==> config.mk <==
export PLATFORM = sky130hd
export DESIGN_NAME = uart_word_io
export DESIGN_NICKNAME = d
export VERILOG_FILES = /design/src/rtl/fpg8_uart_pkg.sv /design/src/rtl/uart_word_io_rx_byte.sv /design/src/rtl/uart_word_io.sv
export SDC_FILE = /design/constraint.sdc
export NUM_CORES = 1
export LEC_CHECK = 0
export ABC_AREA = 1
export ABC_CLOCK_PERIOD_IN_PS = 3150
export CELL_PAD_IN_SITES_DETAIL_PLACEMENT = 1
export CELL_PAD_IN_SITES_GLOBAL_PLACEMENT = 2
export CORE_MARGIN = 2
export CORE_UTILIZATION = 30
export CTS_CLUSTER_DIAMETER = 200
export CTS_CLUSTER_SIZE = 12
export DETAILED_ROUTE_END_ITERATION = 10
export PLACE_DENSITY = 0.71
export SLEW_MARGIN = 10
export SYNTH_ARGS = -nofsm -noshare
export SYNTH_HDL_FRONTEND = slang
export SYNTH_HIERARCHICAL = 1
export SYNTH_SLANG_ARGS = --single-unit
==> constraint.sdc <==
create_clock -name clk -period 3.15 [get_ports clk]
set_input_delay 0.315 -clock clk [delete_from_list [all_inputs] [get_ports clk]]
set_output_delay 0.315 -clock clk [all_outputs]
set_load 0.02 [all_outputs]
==> src/rtl/fpg8_uart_pkg.sv <==
// Shared constants and state encodings for the 16-bit word UART peripheral.
// Both the top level and the byte receiver import this package.
package fpg8_uart_pkg;

    localparam int CLKS_PER_BIT_DEF = 434;
    localparam int BYTES_PER_WORD   = 2;

    localparam logic [2:0] TX_IDLE_ENC  = 3'd0;
    localparam logic [2:0] TX_START_ENC = 3'd1;
    localparam logic [2:0] TX_DATA_ENC  = 3'd2;
    localparam logic [2:0] TX_STOP_ENC  = 3'd3;
    localparam logic [2:0] TX_NEXT_ENC  = 3'd4;

    localparam logic [2:0] RX_IDLE_ENC  = 3'd0;
    localparam logic [2:0] RX_ARMED_ENC = 3'd1;
    localparam logic [2:0] RX_START_ENC = 3'd2;
    localparam logic [2:0] RX_DATA_ENC  = 3'd3;
    localparam logic [2:0] RX_STOP_ENC  = 3'd4;

    typedef enum logic [2:0] {
        TX_IDLE  = TX_IDLE_ENC,
        TX_START = TX_START_ENC,
        TX_DATA  = TX_DATA_ENC,
        TX_STOP  = TX_STOP_ENC,
        TX_NEXT  = TX_NEXT_ENC
    } tx_state_e;

    typedef enum logic [2:0] {
        RX_IDLE  = RX_IDLE_ENC,
        RX_ARMED = RX_ARMED_ENC,
        RX_START = RX_START_ENC,
        RX_DATA  = RX_DATA_ENC,
        RX_STOP  = RX_STOP_ENC
    } rx_state_e;

    // Baud counter width; CLKS_PER_BIT-1 always fits in clog2(CLKS_PER_BIT) bits.
    function automatic int baud_w(input int cpb);
        return (cpb <= 2) ? 1 : $clog2(cpb);
    endfunction

endpackage

==> src/rtl/uart_word_io_rx_byte.sv <==
// Receives one 8N1 byte: rx synchroniser, start validation, mid-bit sampling.
// Pulses byte_valid_o on the stop-bit sample; frame_err_o flags a low stop bit.
module uart_rx_byte
    import fpg8_uart_pkg::*;
#(
    parameter int CLKS_PER_BIT = CLKS_PER_BIT_DEF
) (
    input  logic       clk,
    input  logic       rst_ni,
    input  logic       rx_i,
    input  logic       arm_i,
    input  logic       more_i,
    output logic       byte_valid_o,
    output logic [7:0] byte_o,
    output logic       frame_err_o
);
    localparam int            CW       = baud_w(CLKS_PER_BIT);
    localparam logic [CW-1:0] BIT_LAST = CW'(CLKS_PER_BIT - 1);
    localparam logic [CW-1:0] MID_LAST = CW'(CLKS_PER_BIT / 2 - 1);

    logic          sync1_q, sync2_q, prev_q;
    rx_state_e     state_q, state_d;
    logic [CW-1:0] cnt_q, cnt_d;
    logic [2:0]    bit_q, bit_d;
    logic [7:0]    sh_q, sh_d;
    logic          fall;

    assign fall   = prev_q & ~sync2_q;
    assign byte_o = sh_q;

    always_comb begin
        state_d      = state_q;
        cnt_d        = cnt_q;
        bit_d        = bit_q;
        sh_d         = sh_q;
        byte_valid_o = 1'b0;
        frame_err_o  = 1'b0;
        case (state_q)
            RX_IDLE: if (arm_i) state_d = RX_ARMED;
            RX_ARMED: begin
                if (fall) begin
                    state_d = RX_START;
                    cnt_d   = MID_LAST;
                end
            end
            RX_START: begin
                if (cnt_q == '0) begin
                    // Line back high at mid-start: treat as a glitch and keep waiting.
                    if (sync2_q) begin
                        state_d = RX_ARMED;
                    end else begin
                        state_d = RX_DATA;
                        cnt_d   = BIT_LAST;
                        bit_d   = 3'd0;
                    end
                end else begin
                    cnt_d = cnt_q - CW'(1);
                end
            end
            RX_DATA: begin
                if (cnt_q == '0) begin
                    sh_d  = {sync2_q, sh_q[7:1]};
                    cnt_d = BIT_LAST;
                    if (bit_q == 3'd7) state_d = RX_STOP;
                    else               bit_d   = bit_q + 3'd1;
                end else begin
                    cnt_d = cnt_q - CW'(1);
                end
            end
            RX_STOP: begin
                if (cnt_q == '0) begin
                    byte_valid_o = 1'b1;
                    frame_err_o  = ~sync2_q;
                    state_d      = more_i ? RX_ARMED : RX_IDLE;
                end else begin
                    cnt_d = cnt_q - CW'(1);
                end
            end
            default: state_d = RX_IDLE;
        endcase
    end

    always_ff @(posedge clk or negedge rst_ni) begin
        if (!rst_ni) begin
            sync1_q <= 1'b1;
            sync2_q <= 1'b1;
            prev_q  <= 1'b1;
            state_q <= RX_IDLE;
            cnt_q   <= '0;
            bit_q   <= 3'd0;
            sh_q    <= 8'h00;
        end else begin
            sync1_q <= rx_i;
            sync2_q <= sync1_q;
            prev_q  <= sync2_q;
            state_q <= state_d;
            cnt_q   <= cnt_d;
            bit_q   <= bit_d;
            sh_q    <= sh_d;
        end
    end

endmodule

==> src/rtl/uart_word_io.sv <==
// Moves one 16-bit word over an 8N1 link as two bytes, low byte first.
// TX path is inline; RX byte framing lives in uart_rx_byte.
module uart_word_io
    import fpg8_uart_pkg::*;
#(
    parameter int CLKS_PER_BIT = CLKS_PER_BIT_DEF
) (
    input  logic        clk,
    input  logic        reset,
    input  logic        uart_receive,
    input  logic        uart_in_and_send,
    input  logic        uart_out,
    input  logic [15:0] bus_in,
    output logic [15:0] bus_out,
    output logic        uart_done,
    input  logic        rx,
    output logic        tx,
    output logic        rx_frame_err
);
    localparam int            CW        = baud_w(CLKS_PER_BIT);
    localparam logic [CW-1:0] BIT_LAST  = CW'(CLKS_PER_BIT - 1);
    localparam logic          LAST_BYTE = 1'(BYTES_PER_WORD - 1);

    tx_state_e     tx_state_q, tx_state_d;
    logic [CW-1:0] tx_cnt_q, tx_cnt_d;
    logic [2:0]    tx_bit_q, tx_bit_d;
    logic [15:0]   tx_sh_q, tx_sh_d;
    logic          tx_byte_q, tx_byte_d;
    logic          busy_q, busy_d;
    logic          done_q, done_d;
    logic          ferr_q, ferr_d;
    logic          rx_idx_q, rx_idx_d;
    logic [7:0]    lo_q, lo_d;
    logic [15:0]   hold_q, hold_d;

    logic          accept_tx, accept_rx, tx_fin, rx_fin;
    logic          byte_valid, byte_ferr;
    logic [7:0]    rx_byte;

    // TX has priority when both strobes arrive in the same idle cycle.
    assign accept_tx = uart_in_and_send & ~busy_q;
    assign accept_rx = uart_receive & ~uart_in_and_send & ~busy_q;
    assign rx_fin    = byte_valid & (rx_idx_q == LAST_BYTE);

    assign tx           = (tx_state_q == TX_START || tx_state_q == TX_NEXT) ? 1'b0 :
                          (tx_state_q == TX_DATA) ? tx_sh_q[0] : 1'b1;
    assign bus_out      = uart_out ? hold_q : 16'h0000;
    assign uart_done    = done_q;
    assign rx_frame_err = ferr_q;

    uart_rx_byte #(.CLKS_PER_BIT(CLKS_PER_BIT)) u_rx (
        .clk         (clk),
        .rst_ni      (reset),
        .rx_i        (rx),
        .arm_i       (accept_rx),
        .more_i      (rx_idx_q != LAST_BYTE),
        .byte_valid_o(byte_valid),
        .byte_o      (rx_byte),
        .frame_err_o (byte_ferr)
    );

    always_comb begin
        tx_state_d = tx_state_q;
        tx_cnt_d   = tx_cnt_q;
        tx_bit_d   = tx_bit_q;
        tx_sh_d    = tx_sh_q;
        tx_byte_d  = tx_byte_q;
        tx_fin     = 1'b0;
        case (tx_state_q)
            TX_IDLE: begin
                if (accept_tx) begin
                    tx_state_d = TX_START;
                    tx_sh_d    = bus_in;
                    tx_cnt_d   = BIT_LAST;
                    tx_byte_d  = 1'b0;
                end
            end
            TX_START, TX_NEXT: begin
                if (tx_cnt_q == '0) begin
                    tx_state_d = TX_DATA;
                    tx_cnt_d   = BIT_LAST;
                    tx_bit_d   = 3'd0;
                end else begin
                    tx_cnt_d = tx_cnt_q - CW'(1);
                end
            end
            TX_DATA: begin
                // After eight shifts the high byte sits in [7:0], ready for byte 1.
                if (tx_cnt_q == '0) begin
                    tx_sh_d  = {1'b0, tx_sh_q[15:1]};
                    tx_cnt_d = BIT_LAST;
                    if (tx_bit_q == 3'd7) tx_state_d = TX_STOP;
                    else                  tx_bit_d   = tx_bit_q + 3'd1;
                end else begin
                    tx_cnt_d = tx_cnt_q - CW'(1);
                end
            end
            TX_STOP: begin
                if (tx_cnt_q == '0) begin
                    if (tx_byte_q != LAST_BYTE) begin
                        tx_state_d = TX_NEXT;
                        tx_cnt_d   = BIT_LAST;
                        tx_byte_d  = 1'b1;
                    end else begin
                        tx_state_d = TX_IDLE;
                        tx_fin     = 1'b1;
                    end
                end else begin
                    tx_cnt_d = tx_cnt_q - CW'(1);
                end
            end
            default: tx_state_d = TX_IDLE;
        endcase
    end

    always_comb begin
        busy_d   = busy_q;
        done_d   = tx_fin | rx_fin;
        ferr_d   = ferr_q;
        rx_idx_d = rx_idx_q;
        lo_d     = lo_q;
        hold_d   = hold_q;
        if (accept_tx || accept_rx) busy_d = 1'b1;
        else if (tx_fin || rx_fin)  busy_d = 1'b0;
        if (accept_rx) begin
            ferr_d   = 1'b0;
            rx_idx_d = 1'b0;
        end else if (byte_valid) begin
            if (byte_ferr) ferr_d = 1'b1;
            // Holding register changes only when a full word has arrived.
            if (rx_fin) begin
                hold_d = {rx_byte, lo_q};
            end else begin
                lo_d     = rx_byte;
                rx_idx_d = 1'b1;
            end
        end
    end

    always_ff @(posedge clk or negedge reset) begin
        if (!reset) begin
            tx_state_q <= TX_IDLE;
            tx_cnt_q   <= '0;
            tx_bit_q   <= 3'd0;
            tx_sh_q    <= 16'h0000;
            tx_byte_q  <= 1'b0;
            busy_q     <= 1'b0;
            done_q     <= 1'b0;
            ferr_q     <= 1'b0;
            rx_idx_q   <= 1'b0;
            lo_q       <= 8'h00;
            hold_q     <= 16'h0000;
        end else begin
            tx_state_q <= tx_state_d;
            tx_cnt_q   <= tx_cnt_d;
            tx_bit_q   <= tx_bit_d;
            tx_sh_q    <= tx_sh_d;
            tx_byte_q  <= tx_byte_d;
            busy_q     <= busy_d;
            done_q     <= done_d;
            ferr_q     <= ferr_d;
            rx_idx_q   <= rx_idx_d;
            lo_q       <= lo_d;
            hold_q     <= hold_d;
        end
    end

endmodule

# ---- Yosys cells after proc, flatten, opt, wreduce, memory -nomap -nowiden
# Cells that the tools add are included.
dict set report classes {
  n_mux 60
  add_sub_neg 4
  bitwise_logic 11
  eq_ne 28
  n_reduce_logical 31
}
# cell count
set ops {}
lappend ops {{$mux 9} 9}
lappend ops {{$mux 3} 19}
lappend ops {{$mux 16} 3}
lappend ops {{$pmux 9 s4} 1}
lappend ops {{$pmux 16 s2} 1}
lappend ops {{$pmux 9 s3} 1}
lappend ops {{$mux 1} 20}
lappend ops {{$logic_not 9->1} 2}
lappend ops {{$ne 2x2->1 const B} 9}
lappend ops {{$sub 9x1->9 const B} 2}
lappend ops {{$pmux 3 s5} 1}
lappend ops {{$reduce_and 3->1} 5}
lappend ops {{$ne 2x1->1 const B} 7}
lappend ops {{$reduce_bool 2->1} 7}
lappend ops {{$eq 3x2->1 const B} 4}
lappend ops {{$eq 3x3->1 const B} 4}
lappend ops {{$pmux 3 s2} 2}
lappend ops {{$pmux 3 s4} 1}
lappend ops {{$reduce_and 5->1} 2}
lappend ops {{$reduce_and 4->1} 2}
lappend ops {{$add 3x1->3 const B} 2}
lappend ops {{$eq 3x1->1 const B} 2}
lappend ops {{$logic_not 3->1} 2}
lappend ops {{$ne 3x3->1 const B} 2}
lappend ops {{other kinds (12)} 24}
dict set report word_totals {
  output_inout_bits 19
  reg_bits 86
  in_bits 22
  elab_cells 152
}

# ---- Depth between registers and ports, before layout
# Gate-level depths: netlist of run 1.
dict set report logic_depth {
  depth_word 7
  depth_mapped 11
  mapped_depth_nobuf 10
}

# ---- By module
# Netlist of run 1, hierarchy kept.
# module n_inst area_per_inst_um2 cells_each
set by_module_without_submodules {}
lappend by_module_without_submodules {uart_word_io 1 3011.6 383}
lappend by_module_without_submodules {uart_rx_byte 1 1462.7 167}

# ---- Least setup slack after synthesis of run 1
# No wires, ideal clock.
dict set report synth_path {
  kind {register to register}
  startpoint {register u_rx.cnt_q[0]}
  endpoint {register hold_q[4]}
  setup_ns 0.125
  period_less_slack_ns 2.037
  path_stages_with_launch 10
  arrival_ns 1.912
  setup_slack_ns 1.113
  path_buffers 1
  cell_sequence {dfrtp_1 inv_1 ha_1 nand2_4 nor2_4 nand2_1 nor2_1 nand3_2 buf_2 mux2_2}
}
dict set report synth_between {
  elab_chain_cells 5
}
# item line
set synth_lines {}
lappend synth_lines {{start: declaration} uart_word_io_rx_byte.sv:23} ;# logic [CW-1:0] cnt_q, cnt_d;
lappend synth_lines {{start signal: assignment} uart_word_io_rx_byte.sv:97} ;# cnt_q <= cnt_d;
lappend synth_lines {{$logic_not 9->1 *} uart_word_io_rx_byte.sv:71} ;# if (cnt_q == '0) begin
lappend synth_lines {{$mux 1 *} uart_word_io_rx_byte.sv:71}
lappend synth_lines {{$mux 1 *} uart_word_io_rx_byte.sv:38} ;# case (state_q)
lappend synth_lines {{via byte_valid} uart_word_io.sv:37} ;# logic byte_valid, byte_ferr;
lappend synth_lines {{$and 1x1->1} uart_word_io.sv:43} ;# assign rx_fin = byte_valid & (rx_idx_q == LAST_BYTE);
lappend synth_lines {{$reduce_and 3->1 (no source line) *} -}
lappend synth_lines {{end signal: assignment} uart_word_io.sv:164} ;# hold_q <= hold_d;
lappend synth_lines {{end: declaration} uart_word_io.sv:34} ;# logic [15:0] hold_q, hold_d;
# Mark *: on every way through the listed nets, which the timed path passes. The rest lies on a longest branch.
# A chain may end at the register's enable or synchronous reset.

# ---- Final worst setup path of run 1
dict set report layout_path {
  startpoint {register u_rx.cnt_q[0]}
  endpoint {register hold_q[6]}
}
# Same word-level chain as after synthesis.

==> results of run 1 <==
## worst paths after layout
| kind | startpoint | to | slack [ns] | cells after the start |
|---|---|---|---|---|
| max in group asynchronous | reset | u_rx/prev_q | 2.37 | 2 |
| min in group clk | u_rx/sync1_q | u_rx/sync2_q | 0.36 | 0 |
| worst max-delay path | u_rx/cnt_q[0] | hold_q[6] | 0.69 | 8 |
| worst min-delay path | reset | tx_cnt_q[5] | -0.02 | 1 |
| worst max register to register | u_rx/cnt_q[0] | hold_q[6] | 0.69 | 8 |
| worst min register to register | u_rx/sync1_q | u_rx/sync2_q | 0.36 | 0 |
## power by group
part | switching [uW] | internal (uW)
sequential | 216 | 1330
clock | 470 | 617
combinational | 917 | 510
## registers in the layout (all words and copies together), names as in the netlist
register,count
uart_done,1
u_rx/prev_q,1
lo_q,8
tx_sh_q,16
u_rx/sync2_q,1
tx_byte_q,1
u_rx/cnt_q,9
u_rx/byte_o,8
tx_cnt_q,9
u_rx/bit_q,3
rx_idx_q,1
tx_state_q,3
u_rx/sync1_q,1
rx_frame_err,1
u_rx/state_q,3
tx_bit_q,3
hold_q,16
busy_q,1
## per-stage QoR
step | std cells | utilization | worst slack [ns] | total power [uW]
6_report | 780 | 0.367 | 0.694 | 4060
2_1_floorplan | 550 | - | 1.11 | 2660
4_1_cts | 779 | 0.366 | 0.647 | 4140
3_3_place_gp | 764 | 0.346 | 0.744 | 2980
5_1_grt | 779 | 0.366 | 0.398 | 4430
3_5_place_dp | 764 | 0.346 | 0.661 | 3020
## layer usage
| layer | routed length [um] | GRT usage | vias up |
|---|---|---|---|
| met3 | 349 | 0.0314 | 15 |
| met4 | 178 | 0.0524 | 0 |
| met2 | 4520 | 0.216 | 46 |
| met5 | 0 | 0 | - |
| met1 | 5040 | 0.188 | 1679 |
| li1 | - | - | 1801 |
## worst max-delay path, stage by stage, from the launching register on
cell	delay, ns
dfrtp_1	0.39
inv_1	0.11
ha_1	0.29
nand2_4	0.10
nor2_4	0.14
nand2_1	0.13
nor2_1	0.29
nand3_2	0.44
mux2_2	0.43
## logic make-up (layout without fill, tap and decap cells)
logic type | after synthesis | in the layout | share of synthesized area
AOI/OAI and AO/OA | 58 | 58 | 0.0733
xor gates and xnor gates | 4 | 4 | 0.00783
adders and majority gates | 6 | 6 | 0.0168
buffers and inverters | 88 | 133 | 0.0853
DFF | 86 | 86 | 0.482
muxes | 8 | 8 | 0.0201
other | 0 | 1 | 0
and+or+nand+nor | 300 | 300 | 0.315
## cell type report
cell class	instances	area share
clock inverter	6	0.0134
clock buffer	9	0.0423
timing repair buffer	43	0.0789
sequential	86	0.405
multi-input combinational	376	0.364
tap	184	0.0432
inverter	75	0.0535
antenna	1	0.000470
## layout by cell type (no fill, tap or decap), types with 3 or more instances in the layout
master	instances
clkdlybuf4s50_1	39
buf_4	4
dfrtp_1	83
nor2_4	7
o21ai_0	29
nand2_1	196
a21oi_2	3
nand4_1	6
nor2_1	25
dfstp_2	3
nand2_2	7
nor2_2	5
clkbuf_16	9
ha_1	6
inv_1	65
mux2_2	8
a21oi_1	9
nand2_4	4
nand2_8	3
o21ai_2	5
inv_2	8
nand3_2	3
o21ai_1	8
nand3_1	38
==> run_results.csv, run 1 <==
group,metric,value,unit
pwr,vdd_drop_max,0.000275,V
detailed_routing,vias,3541,
clocking,ctsResizeCount,0,
worst_setup_path,cp_max_fo,24,
worst_setup_path,critPathCaptureType,"flip-flop",
yosys,async_reset_ff_frac,1.00,
worst_setup_path,worstSetupStartpointType,"flip-flop",
detailed_routing,drt_iter0_drc,141,
global_routing,grt_max_degree,47,
global_routing,grt_pass1_vias,3627,
yosys,synth_area_leaders,"dfrtp_1 (46%), nand2_1 (16%), inv_1 (5.5%)",
floorplanning,die_y,126,um
sta,worstMarginPinSlew,0.632,ns
floorplanning,coreArea,14500,um^2
finish,seqCellArea,2160,um^2
sta,setup_viol,0,
sta,finalHoldViolations,16,
detailed_routing,wl,10100,um
placed_design,portBuffers,40,
yosys,ys_ff_latch,86,
yosys,yosys_most_used_dff,"dfrtp_1",
yosys,synth_common_cells,"nand2_1 (196), dfrtp_1 (83), inv_1 (65), nand3_1 (38), o21ai_0 (29)",
run,drv_cap,0,
status,status,"finished, violations left",
pwr,cellPowerDensity,762,nW/um^2
detailed_routing,drc,0,
clocking,holdBufCountCts,0,
global_routing,grt_pass1_wl,17700,um
clocking,root_buffer,"clkbuf_16",
yosys,synth_top_area_frac,0.464,
sta,holdWs,-0.0158,ns
sta,rsz0062_at_grt,"false",
sta,max_freq,407,MHz
worst_hold_path,min_path_type,"in2async",
yosys,seq_area_frac_synth,0.482,
worst_setup_path,cp.arrival,2.68,ns
yosys,netlist_area,4470,um^2
sta,fin_crit_sh,0.780,
sta,timing.setup.tns,0,ns
global_routing,gr-usage-all-layers,0.139,
floorplanning,initial_core_util,0.308,
placed_design,hpwl,7270,um
placed_design,placed_area,5030,um^2
finish,nNetsFinal,619,
pwr,power.leakage,0.00264,uW
finish,area_growth,19.1,%
clocking,cts_made_buffers,9,
yosys,synth_top_cell_by_area,"dfrtp_1",
finish,postLayoutCellArea,5330,um^2
clocking,clk_pin_slew_worst_paths,0.07,ns
clocking,cts_buffer_depth,2,
floorplanning,die_area,15900,um^2
detailed_routing,wl_per_cell,12.9,um
finish,layout-drive-gt1-share,0.136,
worst_setup_path,crit_type,"reg2reg",
worst_setup_path,required,3.38,ns
finish,n_fill_cell,1764,
clocking,h-tree-depth,3,
clocking,post_cts_buffers,0,
detailed_routing,firstDrtPassIters,4,
yosys,synth_edf_count,0,
yosys,ys_types,37,
yosys,synth_area_per_cell,8.14,um^2
detailed_routing,antenna_left,0,
clocking,cts_tree,"done",
yosys,syn-num-nets,578,
placed_design,place_congestion,0.759,
clocking,insertion_delay,0.35,ns
yosys,ys_warn_count,6,
floorplanning,row_count,44,
yosys,synthCells,550,
clocking,numClockSinks,86,
sta,drv_slew,0,
finish,multi_input_comb_area,1940,um^2
status,violations,"hold timing",
global_routing,grt.overflow.total,0,
floorplanning,io_pins,41,
yosys,post-synth-top-count-cell,"nand2_1",
sta,slew_headroom,0.578,
detailed_routing,vias_per_cell,4.54,
sta,period_minus_slack,2.46,ns
global_routing,antenna_found_initial,1,
sta,finClkSkew,0.0107,ns
floorplanning,fp.dieW,126,um
Note: power is estimated with default switching activity, not from simulation.
==> run 2, diff against run 1 <==
ABC_CLOCK_PERIOD_IN_PS = 2320   (was 3150)
clock period = 2.32 ns   (was 3.15 ns; I/O delays follow)
==> run 2 against run 1 <==
Die area stayed put. Count of clock-buffer cells in the layout grew 1. Non-clock buffer count rose by 4. Hold slack improved by 0.31 ns. Core utilization up 0.27 points. Global-route usage up 0.22 points. Total power grew 35%. Critical path depth is 1 higher. The flow now finishes without violations. Flip-flop and latch count stayed put. Clock skew fell by 0.0045 ns. Register-to-register slack lost 0.45 ns. Wire length rose by 1.8%.
==> run_results.csv, run 2 (synthesized netlist as in run 1, its figures left out) <==
group,metric,value,unit
status,status,"complete, no violations",
floorplanning,die_area,15900,um^2
detailed_routing,drt_iter0_drc,144,
finish,area_growth,19.9,%
finish,layout-drive-gt1-share,0.145,
sta,fin_ws,0.239,ns
detailed_routing,vias_per_cell,4.59,
detailed_routing,vias,3600,
pwr,p_total,5470,uW
finish,antennaDiodeCount,0,
finish,n_fill_cell,1755,
clocking,insertion_delay,0.34,ns
sta,fin_crit_sh,0.897,
sta,period_minus_slack,2.08,ns
pwr,power.leakage,0.00267,uW
global_routing,grt_pass1_vias,3832,
detailed_routing,antenna_left,0,
worst_setup_path,crit_type,"reg2reg",
finish,fin_util,0.369,
floorplanning,io_pins,41,
clocking,cts_tree,"done",
clocking,root_buffer,"clkbuf_16",
global_routing,grt_pass1_wl,18400,um
global_routing,grtUsageMet1,0.180,
sta,slew_headroom,0.572,
global_routing,grt.overflow.total,0,
sta,max_freq,481,MHz
worst_hold_path,worst_hold_path.num_cells,1,
worst_setup_path,cp_max_fo,24,
detailed_routing,drc,0,
sta,drv_slew,0,
clocking,h-tree-depth,3,
finish,top_regs,"hold_q: 16 flops, tx_sh_q: 16 flops",
worst_setup_path,critPathCaptureType,"flip-flop",
placed_design,dp_slack,-0.0543,ns
pwr,cellPowerDensity,1020,nW/um^2
floorplanning,die_y,126,um
floorplanning,initial_core_util,0.308,
finish,final_cells,784,
floorplanning,fp.dieW,126,um
detailed_routing,wl_per_cell,13.1,um
placed_design,place_congestion,0.779,
clocking,clk_pin_slew_worst_paths,0.07,ns
global_routing,grt_max_degree,46,
sta,finalHoldViolations,0,
floorplanning,coreArea,14500,um^2
clocking,post_cts_buffers,0,
global_routing,use_met2,0.238,
run,drv_cap,0,
floorplanning,row_count,44,
finish,final_common_cell,"nand2_1",
worst_setup_path,worstSetupStartpointType,"flip-flop",
global_routing,busiest_layer,"met2",
detailed_routing,wl,10300,um
clocking,cts_made_buffers,9,
placed_design,hpwl,7440,um
clocking,numClockSinks,86,
sta,finClkSkew,0.00624,ns
sta,worstMarginPinSlew,0.643,ns
global_routing,gr-usage-all-layers,0.141,
sta,rsz0062_at_grt,"false",
global_routing,antenna_found_initial,0,
finish,nNetsFinal,623,
worst_hold_path,min_path_type,"in2reg",
detailed_routing,firstDrtPassIters,4,
finish,final_cell_mix,"nand2_1 (196), dfrtp_1 (83), inv_1 (65)",
global_routing,gr-usage-met3,0.0242,
worst_setup_path,required,2.55,ns
placed_design,portBuffers,40,
placed_design,place_inst,767,
clocking,cts_buffer_depth,2,
sta,setup_viol,0,
worst_setup_path,rr_worst_depth,9,
pwr,vdd_drop_max,0.000386,V
worst_setup_path,cp.arrival,2.31,ns
==> run 2: metrics by stage <==
step	hold slack (ns)	area (um^2)	TNS (ns)
floorplan	-0.0636	4470	0
global placement	0.307	5050	0
detailed placement	0.310	5050	-0.333
CTS	0.281	5360	0
global route	0.293	5370	0
finish	0.297	5370	0
==> run 2: metal layers <==
layer  wire, um  up-vias
met4        176        0
met3        294       13
met5          0        -
met1       4870     1735
li1           -     1807
met2       4920       45
==> run 2: path summary, 6_finish.rpt <==
kind                                    start      endpoint  slack [ns]
max in group asynchronous               reset    hold_q[11]        1.11
worst min-delay path                       rx  u_rx/sync1_q        0.30
min in group asynchronous               reset     uart_done        0.47
worst max register to register  u_rx/cnt_q[0]     hold_q[3]        0.24
worst min register to register   u_rx/sync1_q  u_rx/sync2_q        0.36
worst max-delay path            u_rx/cnt_q[0]     hold_q[3]        0.24
==> run 2: area by class of cell <==
cell class | count | area [um^2] | share of cell area
Sequential cell | 86 | 2160 | 0.402
Multi-Input combinational cell | 376 | 1950 | 0.363
Timing Repair Buffer | 47 | 455 | 0.0849
Inverter | 75 | 285 | 0.0532
Clock buffer | 10 | 239 | 0.0445
Tap cell | 184 | 230 | 0.0429
Clock inverter | 6 | 51.3 | 0.00956
==> run 2: where the power goes <==
group	leakage [uW]	internal, uW	switching [uW]
Clock	0.000140	770	638
Sequential	0.00104	1800	296
Combinational	0.00149	697	1270
Total	0.00267	3270	2200
==> run 2: worst max-delay path, cell delays in order (launching register included) <==
cell     delay [ns]
dfrtp_1        0.39
inv_1          0.11
ha_1           0.28
nand2_4        0.10
nor2_4         0.14
nand2_1        0.16
nor2_4         0.19
nand3_2        0.08
buf_4          0.21
mux2_2         0.30
==> run 2: what timing repair did <==
action                                  CTS  global route
endpoints found under the setup margin    8            21
hold endpoints to repair                 39             0
resized for setup                         1             3
hold buffers                              1             0
==> run 3, diff against run 2 <==
TNS_END_PERCENT = 100   (was not set)
==> results of run 3 <==
Final layout, timing and power as in run 2 (identical DEF).
